File: config.mk
export PLATFORM = sky130hd
export DESIGN_NAME = uart_rx_core_flat
export DESIGN_NICKNAME = d
export VERILOG_FILES = /design/src/rtl/uart_rx_core_if.sv /design/src/rtl/uart_rx_core.sv /design/src/flat_wrapper.sv
export SDC_FILE = /design/constraint.sdc
export NUM_CORES = 1
export LEC_CHECK = 0
export CAP_MARGIN = 20
export CELL_PAD_IN_SITES_DETAIL_PLACEMENT = 2
export CELL_PAD_IN_SITES_GLOBAL_PLACEMENT = 2
export CORE_MARGIN = 10
export CORE_UTILIZATION = 30
export CTS_CLUSTER_SIZE = 24
export DETAILED_ROUTE_END_ITERATION = 7
export PLACE_DENSITY = 0.7
export SLEW_MARGIN = 10
export SYNTH_ARGS = -nofsm -noshare
export SYNTH_HDL_FRONTEND = slang
export SYNTH_SLANG_ARGS = --single-unit
export TNS_END_PERCENT = 5
File: constraint.sdc
create_clock -name clk -period 2.27 [get_ports clk]
set_input_delay 0.454 -clock clk [delete_from_list [all_inputs] [get_ports clk]]
set_output_delay 0.454 -clock clk [all_outputs]
set_load 0.05 [all_outputs]
File: src/rtl/uart_rx_core_if.sv
`default_nettype none
// ============================================================================
// Module      : uart_rx_core_if
// Description : Serial line, read acknowledge and received-byte bundle for
//               the UART receive core.
// Revision    : 1.0
// ============================================================================
interface uart_rx_core_if #(
    parameter int DATA_BITS = 8
);
    logic                 serial_in;
    logic                 data_read;
    logic [DATA_BITS-1:0] rx_data;
    logic                 data_ready;
    logic                 overrun_error;
    logic                 framing_error;

    modport master (
        input  serial_in,
        input  data_read,
        output rx_data,
        output data_ready,
        output overrun_error,
        output framing_error
    );

    modport slave (
        output serial_in,
        output data_read,
        input  rx_data,
        input  data_ready,
        input  overrun_error,
        input  framing_error
    );
endinterface
`default_nettype wire

File: src/rtl/uart_rx_core.sv
`default_nettype none
// ============================================================================
// Module      : uart_rx_core
// Description : UART receiver; mid-bit sampling, LSB first, holding register
//               with ready, overrun and framing flags.
// Revision    : 1.0
// ============================================================================
module uart_rx_core #(
    parameter int CLKS_PER_BIT = 10,
    parameter int DATA_BITS    = 8
) (
    input  wire logic      clk,
    input  wire logic      n_rst,
    uart_rx_core_if.master bus
);
    localparam int CNT_W = $clog2(CLKS_PER_BIT);
    localparam int IDX_W = $clog2(DATA_BITS);

    localparam logic [CNT_W-1:0] C_HALF_M1  = CNT_W'(CLKS_PER_BIT / 2 - 1);
    localparam logic [CNT_W-1:0] C_FULL_M1  = CNT_W'(CLKS_PER_BIT - 1);
    localparam logic [IDX_W-1:0] C_LAST_IDX = IDX_W'(DATA_BITS - 1);

    localparam logic [2:0] S_IDLE     = 3'd0;
    localparam logic [2:0] S_START    = 3'd1;
    localparam logic [2:0] S_DATA     = 3'd2;
    localparam logic [2:0] S_STOP     = 3'd3;
    localparam logic [2:0] S_ERR_WAIT = 3'd4;

    logic [2:0]           r_state;
    logic [2:0]           w_next_state;
    logic                 r_sync1;
    logic                 r_sync2;
    logic                 r_prev;
    logic [CNT_W-1:0]     r_cnt;
    logic [IDX_W-1:0]     r_idx;
    logic [DATA_BITS-1:0] r_shift;
    logic [DATA_BITS-1:0] r_rx_data;
    logic                 r_data_ready;
    logic                 r_overrun;
    logic                 r_framing;

    logic w_start_edge;
    logic w_half;
    logic w_full;
    logic w_cnt_inc;
    logic w_shift_en;
    logic w_load;
    logic w_frame_err;
    logic w_fe_clr;

    assign w_start_edge = r_prev & ~r_sync2;
    assign w_half       = (r_cnt == C_HALF_M1);
    assign w_full       = (r_cnt == C_FULL_M1);

    always_ff @(posedge clk) begin
        if (!n_rst) begin
            r_sync1 <= 1'b1;
            r_sync2 <= 1'b1;
            r_prev  <= 1'b1;
        end else begin
            r_sync1 <= bus.serial_in;
            r_sync2 <= r_sync1;
            r_prev  <= r_sync2;
        end
    end

    always_ff @(posedge clk) begin
        if (!n_rst) begin
            r_state <= S_IDLE;
        end else begin
            r_state <= w_next_state;
        end
    end

    always_comb begin
        w_next_state = r_state;
        case (r_state)
            S_IDLE:     if (w_start_edge) w_next_state = S_START;
            S_START:    if (w_half) w_next_state = r_sync2 ? S_IDLE : S_DATA;
            S_DATA:     if (w_full && (r_idx == C_LAST_IDX)) w_next_state = S_STOP;
            S_STOP:     if (w_full) w_next_state = r_sync2 ? S_IDLE : S_ERR_WAIT;
            S_ERR_WAIT: if (r_sync2) w_next_state = S_IDLE;
            default:    w_next_state = S_IDLE;
        endcase
    end

    always_comb begin
        w_cnt_inc   = 1'b0;
        w_shift_en  = 1'b0;
        w_load      = 1'b0;
        w_frame_err = 1'b0;
        w_fe_clr    = 1'b0;
        case (r_state)
            S_IDLE:  w_fe_clr = w_start_edge;
            S_START: w_cnt_inc = ~w_half;
            S_DATA: begin
                w_cnt_inc  = ~w_full;
                w_shift_en = w_full;
            end
            S_STOP: begin
                w_cnt_inc   = ~w_full;
                w_load      = w_full & r_sync2;
                w_frame_err = w_full & ~r_sync2;
            end
            default: ;
        endcase
    end

    // Counter restarts at every sample point so each phase measures from zero
    always_ff @(posedge clk) begin
        if (!n_rst) begin
            r_cnt   <= '0;
            r_idx   <= '0;
            r_shift <= '0;
        end else begin
            r_cnt <= w_cnt_inc ? r_cnt + 1'b1 : '0;
            if (w_shift_en) begin
                r_shift[r_idx] <= r_sync2;
                r_idx          <= (r_idx == C_LAST_IDX) ? '0 : r_idx + 1'b1;
            end
        end
    end

    // A load coinciding with data_read wins, and that read suppresses overrun
    always_ff @(posedge clk) begin
        if (!n_rst) begin
            r_rx_data    <= '1;
            r_data_ready <= 1'b0;
            r_overrun    <= 1'b0;
            r_framing    <= 1'b0;
        end else begin
            if (w_load) begin
                r_rx_data    <= r_shift;
                r_data_ready <= 1'b1;
                if (bus.data_read) begin
                    r_overrun <= 1'b0;
                end else if (r_data_ready) begin
                    r_overrun <= 1'b1;
                end
            end else if (bus.data_read) begin
                r_data_ready <= 1'b0;
                r_overrun    <= 1'b0;
            end

            if (w_frame_err) begin
                r_framing <= 1'b1;
            end else if (w_fe_clr) begin
                r_framing <= 1'b0;
            end
        end
    end

    assign bus.rx_data       = r_rx_data;
    assign bus.data_ready    = r_data_ready;
    assign bus.overrun_error = r_overrun;
    assign bus.framing_error = r_framing;
endmodule
`default_nettype wire

File: src/flat_wrapper.sv
// flat-port wrapper written by rule: the top's interface ports become plain ports
module uart_rx_core_flat 
#(
    parameter int CLKS_PER_BIT = 10,
    parameter int DATA_BITS    = 8
)
  (clk, n_rst, bus_serial_in, bus_data_read, bus_rx_data, bus_data_ready, bus_overrun_error, bus_framing_error);
  uart_rx_core_if #(.DATA_BITS(DATA_BITS)) bus_i ();
  input  wire logic clk;
  input  wire logic n_rst;
  input wire logic [$bits(bus_i.serial_in)-1:0] bus_serial_in;
  input wire logic [$bits(bus_i.data_read)-1:0] bus_data_read;
  output wire logic [$bits(bus_i.rx_data)-1:0] bus_rx_data;
  output wire logic [$bits(bus_i.data_ready)-1:0] bus_data_ready;
  output wire logic [$bits(bus_i.overrun_error)-1:0] bus_overrun_error;
  output wire logic [$bits(bus_i.framing_error)-1:0] bus_framing_error;
  assign bus_i.serial_in = bus_serial_in;
  assign bus_i.data_read = bus_data_read;
  assign bus_rx_data = bus_i.rx_data;
  assign bus_data_ready = bus_i.data_ready;
  assign bus_overrun_error = bus_i.overrun_error;
  assign bus_framing_error = bus_i.framing_error;
  uart_rx_core #(.CLKS_PER_BIT(CLKS_PER_BIT), .DATA_BITS(DATA_BITS)) u_core (.clk(clk), .n_rst(n_rst), .bus(bus_i));
endmodule
==> results by group <==
Clock network
  • Hold Buf Count CTS: 0
  • Clk root buf: clkbuf_8
  • Clk Latency, worst-skew pair: 0.28 ns
  • Deepest clock path buffer count: 2
  • CTS Buf Count: 5
  • Gates resized, CTS repair: 0
  • Clk sinks: 32
  • CTS tree: done
  • Post-CTS Setup Bufs: 0
  • Clock transition at the registers of the reported paths: 0.07 ns
  • H-tree lvl count: 2

Critical path
  • Crit Path Class: reg2reg
  • Crit Path Max Fanout: 9
  • Arrival time worst endpoint: 2.08 ns
  • Cell at the slowest stage of the critical path: or3_1
  • Worst Setup End Kind: flip-flop
  • Crit path buf inv count: 0
  • Crit start category: flip-flop
  • Critical path, cell by cell: ha_1 -> nand3b_4 -> or3_1 -> o311ai_0 -> o41ai_1
  • R2R Setup Slk: 0.35 ns
  • Crit-path max cell delay: 0.54 ns
  • CP delay by family, top: simple AND/OR/NAND/NOR gates
  • Worst endpoint required time: 2.42 ns

Die
  • DIE AREA: 7840 µm²
  • Chip Width: 88.5 µm
  • Core Region: 4440 µm²
  • Die height: 88.5 µm
  • Cell Rows: 24
  • # IOs: 15
  • Starting density of the core: 31.7%

Outcome
  • Status: completed

GRT
  • Congestion Overflow GR: 0
  • Initial antenna violation count: 0
  • Largest net degree at the start of global routing: 14
  • Vias in the first global route: 1292
  • Gr usage total: 10.2%
  • First-pass GRT wire length: 6.18 mm

Synth
  • Post-synthesis sequential element count: 32
  • Top cell type's share of synthesized area: 45.5%
  • Ys flop type: dfxtp_1
  • Synth Cell Area: 1410 µm²
  • Syn avg cell area: 9.15 µm²
  • Syn nets: 163
  • Post-synth ARST share: 0%
  • Mapped Cells: 154
  • Post-synth EDFFs: 0
  • Register area share after synthesis: 45.5%
  • Area leader, netlist: dfxtp_1
  • Synth warn: 0
  • Synth top area cells: dfxtp_1, nand2_1, mux2i_1
  • Synth cell types: 37

Final layout
  • Commonest non-fill, non-tap cells in the layout: nand2_1, dfxtp_1, clkdlybuf4s50_1
  • FILL cells: 501
  • Layout Cells excl Fill: 221
  • Commonest non-fill, non-tap cell in the layout: nand2_1
  • Layout cells sized above 1: 8.28%
  • Area growth, synth to finish: 18.7%
  • Layout Nets: 177
  • Ant. Diodes: 0

Placed design
  • DP HPWL: 2.59 mm
  • Number of port buffers: 14
  • Routability cong.: 0.740
  • Dpl ws: 0.346 ns
  • Placed insts: 213

STA
  • Fin Hold WS: 0.414 ns
  • Max Freq: 520 MHz
  • Period minus WS final: 1.92 ns
  • Fin Setup TNS: 0 ns
  • Slew margin rel.: 66.0%
  • Fin. max-slew vios: 0
  • Period utilization: 84.7%
  • Final Worst Setup Slack: 0.347 ns
  • Worst-case clock skew: 0.00500 ns
  • Final hold viol count: 0
  • Worst-Margin Slew: 0.508 ns
  • RSZ-0062 raised after global routing: false
  • Final setup fails: 0

Worst hold path
  • Worst min-delay path class: reg2reg

Power
  • PD cells: 638 nW/µm²
  • VDD IR-drop max: 0.000286 V
  • Leak Pwr: 0.675 nW
  • Design Power: 1.07 mW

Run
  • Max-cap check violation count: 0

Detailed routing
  • Routed WL: 3.55 mm
  • Routed WL per cell: 16.1 µm
  • Initial drt markers: 19
  • Vias: 1140
  • Vias per Instance: 5.16
  • Number of remaining DRC errors: 0
  • Final ANT Viol Nets: 0
  • DRT Pass-1 Iters: 3
sequential cells by signal, summed over array words and instances (netlist names), 3 cells and up:
register / flops
u_core.bus.rx_data: 8
u_core.r_shift: 8
u_core.r_cnt: 4
u_core.r_idx: 3
u_core.r_state: 3
per-layer routing:
| metal | GRT usage [%] | share of wire (%) |
|---|---|---|
| met5 | 0 | 0 |
| met3 | 3.49 | 4.0 |
| met4 | 5.14 | 2.0 |
| met2 | 18.0 | 52 |
| met1 | 10.4 | 42 |
cells in the mapped netlist, types with 2 or more instances:
cell and instances:
a21oi_1 3, dfxtp_1 32, ha_1 5, mux2i_1 8
nand2b_1 4, nor2_1 7, nand3_1 13, buf_6 2
nand3b_1 3, inv_1 4, o21ai_0 3, a21boi_0 3
nand2_1 33, or3_1 2, nand4b_1 3, nor2b_1 2
nand4_1 2, clkbuf_1 4, buf_1 3
power breakdown:
group	total (mW)	internal [mW]	switching [mW]
clock	0.455	0.247	0.208
combinational	0.0388	0.0168	0.0220
sequential	0.573	0.566	0.00694
total	1.07	0.830	0.237
cell families (layout without fill, tap and decap cells):
family,count (synthesis),count (layout),share of synthesized area [%]
AOI/OAI and AO/OA,14,14,6.66
xor gates and xnor gates,2,2,1.24
adders and majority gates,5,5,4.44
buffers and inverters,14,29,4.88
DFF,32,32,45.5
muxes,8,8,5.68
and+or+nand+nor,79,79,31.6
path summary, 6_finish.rpt:
check | startpoint | to | cells after the start
worst max-delay path | u_core.r_cnt[0] | u_core.r_shift[3] | 5
worst min-delay path | u_core.r_sync1 | u_core.r_sync2 | 1
worst max register to register | u_core.r_cnt[0] | u_core.r_shift[3] | 5
worst min register to register | u_core.r_sync1 | u_core.r_sync2 | 1
stage by stage:
stage	util, %	area (µm²)
floorplan	-	1410
global placement	35.6	1580
detailed placement	35.6	1580
CTS	37.6	1670
global route	37.6	1670
finish	37.6	1670
final cells by class:
class / count / area, µm² / area share (%)
multi-input combinational: 108 / 699 / 41.8
clock buffer: 8 / 90.1 / 5.39
timing repair buffer: 17 / 163 / 9.72
inverter: 4 / 15.0 / 0.898
sequential: 32 / 641 / 38.3
tap: 52 / 65.1 / 3.89
Note: power is estimated with default switching activity, not from simulation.
